<file path="config.mk">
export PLATFORM = sky130hd
export DESIGN_NAME = hilo_acc
export DESIGN_NICKNAME = d
export VERILOG_FILES = /design/src/rtl/hilo_acc.sv
export SDC_FILE = /design/constraint.sdc
export NUM_CORES = 1
export LEC_CHECK = 0
export ABC_AREA = 1
export BUFFER_PORTS_ARGS = -buffer_cell sky130_fd_sc_hd__buf_4
export CAP_MARGIN = 20
export CORE_UTILIZATION = 58
export DETAILED_ROUTE_END_ITERATION = 12
export PLACE_DENSITY = 0.82
export SLEW_MARGIN = 30
export SYNTH_ARGS = -nofsm -noshare
export SYNTH_HDL_FRONTEND = slang
export SYNTH_SLANG_ARGS = --single-unit
</file>
<file path="constraint.sdc">
create_clock -name clk -period 3.91 [get_ports clk]
set_input_delay 0 -clock clk [delete_from_list [all_inputs] [get_ports clk]]
set_output_delay 0 -clock clk [all_outputs]
set_load 0.005 [all_outputs]
</file>
<file path="src/rtl/hilo_acc.sv">
// HI/LO accumulator stage behind the sequential multiplier: loads, accumulates or subtracts 2W-bit products.
// Optional HILO_SAT_EN: saturate {hi,lo} on signed accumulate overflow instead of wrapping.
module hilo_acc #(
  parameter int W = 32
) (
  input  logic         clk,
  input  logic         rst,
  input  logic         op_valid,
  input  logic [2:0]   op,
  input  logic [W-1:0] wdata,
  output logic         op_ready,
  input  logic         prod_valid,
  input  logic [W-1:0] prod_hi,
  input  logic [W-1:0] prod_lo,
  output logic [W-1:0] hi,
  output logic [W-1:0] lo,
  output logic         busy,
  output logic         done,
  output logic         ovf
);

  localparam logic [2:0] OP_MULT = 3'b001;
  localparam logic [2:0] OP_MADD = 3'b010;
  localparam logic [2:0] OP_MSUB = 3'b011;
  localparam logic [2:0] OP_MTHI = 3'b100;
  localparam logic [2:0] OP_MTLO = 3'b101;
  localparam logic [2:0] OP_CLR  = 3'b110;

  typedef enum logic [1:0] {IDLE, WAIT, ADDLO, ADDHI} state_t;

  state_t         state, state_nx;
  logic [2:0]     mode;
  logic [2*W-1:0] p;
  logic           c;

  logic           is_sub;
  logic [W-1:0]   b_lo, b_hi, lo_sum, hi_sum;
  logic           lo_c, v;

  assign op_ready = (state == IDLE);
  assign busy     = ~op_ready;
  assign is_sub   = (mode == OP_MSUB);

  // MSUB is an add of the two's complement: invert P and inject the +1 as the low-half carry-in
  always_comb begin
    b_lo = is_sub ? ~p[W-1:0] : p[W-1:0];
    b_hi = is_sub ? ~p[2*W-1:W] : p[2*W-1:W];
    {lo_c, lo_sum} = {1'b0, lo} + {1'b0, b_lo} + {{W{1'b0}}, is_sub};
    hi_sum = hi + b_hi + {{(W-1){1'b0}}, c};
    v = (hi[W-1] == b_hi[W-1]) && (hi_sum[W-1] != hi[W-1]);
  end

  always_ff @(posedge clk) begin
    if (rst) state <= IDLE;
    else     state <= state_nx;
  end

  always_comb begin
    state_nx = state;
    case (state)
      IDLE:  if (op_valid && (op == OP_MULT || op == OP_MADD || op == OP_MSUB)) state_nx = WAIT;
      WAIT:  if (prod_valid) state_nx = (mode == OP_MULT) ? IDLE : ADDLO;
      ADDLO: state_nx = ADDHI;
      ADDHI: state_nx = IDLE;
      default: state_nx = IDLE;
    endcase
  end

  always_ff @(posedge clk) begin
    if (rst) begin
      hi   <= '0;
      lo   <= '0;
      ovf  <= 1'b0;
      done <= 1'b0;
      mode <= '0;
      p    <= '0;
      c    <= 1'b0;
    end else begin
      done <= 1'b0;
      case (state)
        IDLE: if (op_valid) begin
          case (op)
            OP_MTHI: hi <= wdata;
            OP_MTLO: lo <= wdata;
            OP_CLR: begin
              hi  <= '0;
              lo  <= '0;
              ovf <= 1'b0;
            end
            OP_MULT, OP_MADD, OP_MSUB: mode <= op;
            default: ;
          endcase
        end
        WAIT: if (prod_valid) begin
          p <= {prod_hi, prod_lo};
          if (mode == OP_MULT) begin
            hi   <= prod_hi;
            lo   <= prod_lo;
            done <= 1'b1;
          end
        end
        ADDLO: begin
          lo <= lo_sum;
          c  <= lo_c;
        end
        ADDHI: begin
          hi   <= hi_sum;
          done <= 1'b1;
          if (v) ovf <= 1'b1;
`ifdef HILO_SAT_EN
          // both operands share the old hi sign, which is the sign of the true result
          if (v) begin
            hi <= hi[W-1] ? {1'b1, {(W-1){1'b0}}} : {1'b0, {(W-1){1'b1}}};
            lo <= hi[W-1] ? {W{1'b0}} : {W{1'b1}};
          end
`endif
        end
        default: ;
      endcase
    end
  end

endmodule
</file>
==> impl_results.md <==
* Overall global routing resource usage at 43.17%
* Antenna cell count at 0
* Largest family of logic cells by synthesized area: simple AND/OR/NAND/NOR gates
* Crit path launch type: register
* Fillers at 1362
* Nets at 1969
* Post-route DRC at 0
* Max VDD drop at 0.5917 mV
* Crit Path Class: reg2reg
* Syn_nets at between 1500 and 2000
* Pwr/cell area at 703.7 nW/µm²
* Synth Area in Simple Gates at about 27%
* Layout cell share with drive strength beyond 1 at 14.03%
* Max stage delay on crit path at 0.31 ns
* Pwr Total at slightly above 9 mW
* Cells after synthesis at roughly 1600
* Post-CTS repair timing setup buffer count at 0
* Core area at about 17000 µm²
* Outcome: completed
* Post-synthesis mux area share at 0%
* Congestion Overflow GR at 0
* Pin count of the biggest net entering global routing at 59
* Buf/Inv on CP at 4
* Hold Path Class: in2reg
* Slew headroom at a little under a third
* Seq/Total Area, Yosys at 26.45%
* Syn avg cell area at 6.457 µm²
* Mapped Area at 10290 µm²
* Final-report setup violation count at 0
* Top cells by count, synth: nand2_1, nor2_1, a21oi_1
* Final antenna-violating net count at 0
* Root Driver: clkbuf_16
* Final WL at 39630 µm
* Worst setup EP type: register
* # H-tree levels at 4
* Vias in the first global route at around 11000
* GPL Wtd Cong at 1.019
* Worst-Margin Slew at 1.026 ns
* DR WL/cell at 19.47 µm
* FMAX at between 0.3 and 0.4 GHz
* Die width at approximately 140 µm
* TritonCTS clock tree: yes
* Setup Skew at 0.008696 ns
* Top post-synthesis cells by area: dfxtp_1, nand2_1, a21oi_1, nor2_1, ha_1
* TritonCTS Buffers at 17
* Post-synthesis register bit count at around 140
* Clk sink count at 136
* # IOs at 171
* CP cell instances: inv_1 > nand3_4 > buf_12 > xor2_1 > inv_1 > ha_1 > nand2_1 > inv_1 > nand3_1 > nand2_1 > nand2_1 > nand2_1 > nand2_1 > nand2_1 > nand2_1 > nand3_1 > nand3_1 > nand2_1 > nand2_1 > a21oi_1
* Hold Fails Final Rpt at 0
* Clock Path Buffers at 2
* Via count at 12396
* Initial antenna violation count at 0
* Area Growth Syn to Fin at 26.42%
* Area after DPL at 11660 µm²
* Synthesis Warnings at 0
* Yosys cell types at 50
* Hold_buf cts at 76
* Starting Density at 59.51%
* EDFF count, synth at 0
* Post-CTS Resized at 0
* RSZ-0062 raised after global routing: false
* Detailed Routing Iterations Pass 1 at 8
* # port buffers at 170
* Complex-gate fraction of the synthesized area at 25.75%
* CP delay by family, top: simple AND/OR/NAND/NOR gates
* Synthesized-area fraction occupied by adder cells at 8.485%
* Most used cell, CP: nand2_1
* Via density at between 6 and 7
* CP Data Arrival Time at 3.53 ns
* Fin crit share at 81.14%
* Hpwl dp at roughly 28000 µm
* Crit-path slowest cell: dfxtp_1
* Die Span Y at 135.2 µm
* Drt initial violations at 1278
* CP Max Fanout at 24
* Synth area leader: dfxtp_1
* CP required at 4.26 ns
* Full die area at 18280 µm²
* First-pass GRT wire length at 61020 µm
* Post-synthesis xor/xnor area fraction at 5.616%
* Fraction of registers with async set or reset after synthesis at 0%
* Worst skew pair latency at 0.43 ns
* Util after Layout at 75.22%
* Row count at 48
* Clk slew on worst S/H paths at 0.06 ns
* Tmin final at ~3.2 ns
* Final Max Slew Viols at 0
* Final setup TNS at 0 ns
* Maxcap violations at 0
* Cell area after layout at approximately 13000 µm²
* Post-synth top area share at 26.45%
* Cell with the most instances after synthesis: nand2_1
* Commonest register cell after synthesis: dfxtp_1
* Static Leak at 5.730 nW
==> cell usage in the layout, fill, tap and decap left out, drive strengths merged, types with 21 or more instances in the layout <==
cell type    count
a211oi          29
a21oi          208
buf            181
dfxtp          136
dlygate4sd3     76
ha              65
inv             95
nand2          318
nand3           77
nor2           234
nor3            21
o21ai          193
xnor2           64
==> through the flow <==
step                      setup slack, ns  std cells  hold WS [ns]
final                              0.7373       2036       0.03526
after global routing               0.4231       2036       0.03749
after CTS                          0.7890       2036      0.009509
after detailed placement           0.8174       1928        0.2703
after global placement             0.8689       1928        0.2606
after floorplan                     1.079       1594        0.1582
==> area by class of cell <==
cell class	instances	area, µm²	area share (%)
flip-flops and latches	136	2723	20.93
multi-input cells	1293	6919	53.18
inverters	93	352.8	2.712
well taps	225	281.5	2.164
clock inverters	12	143.9	1.106
repair buffers	257	2145	16.48
clock buffers	20	446.7	3.433
==> routing by layer <==
layer	GRT usage, %	share of wire (%)
met1	57.53	42
met2	68.15	44
met5	0	0
met3	8.679	11
met4	17.17	3.4
==> final timing paths <==
path | startpoint | endpoint | slack, ns | cells past startpoint
setup / recovery | mode[2] | lo[27] | 0.74 | 20
hold / removal | wdata[31] | lo[31] | 0.04 | 5
setup reg to reg | mode[2] | lo[27] | 0.74 | 20
hold reg to reg | mode[2] | mode[2] | 0.47 | 2
==> kinds of logic after synthesis <==
kind of cell,after synthesis
AND/OR/NAND/NOR,681
AO/OA/AOI/OAI,478
buffers and inverters,165
flip-flops,136
adder cells (fa/ha/maj),68
XOR/XNOR,66
==> sequential cells by signal, indices dropped and copies added (netlist names), named ones only <==
name / flops
c: 1
done: 1
hi: 32
lo: 32
mode: 3
ovf: 1
p: 64
state: 1
==> worst register-to-register path: cells and delay by family, from the launching register on <==
| kind | cells | cell delay [ns] |
|---|---|---|
| AOI/OAI and AO/OA | 1 | 0.15 |
| DFF | 1 | 0.31 |
| adders and majority gates | 1 | 0.27 |
| buffers and inverters | 4 | 0.55 |
| and+or+nand+nor | 13 | 1.57 |
| xor gates and xnor gates | 1 | 0.23 |
==> where the power goes <==
part	switching (mW)	total [mW]	leakage [nW]	internal (mW)
clock network	0.694	1.66	0.278	0.966
registers	0.500	2.40	1.11	1.90
logic	3.19	5.09	4.34	1.90
Power figures use the tool's default switching activity.
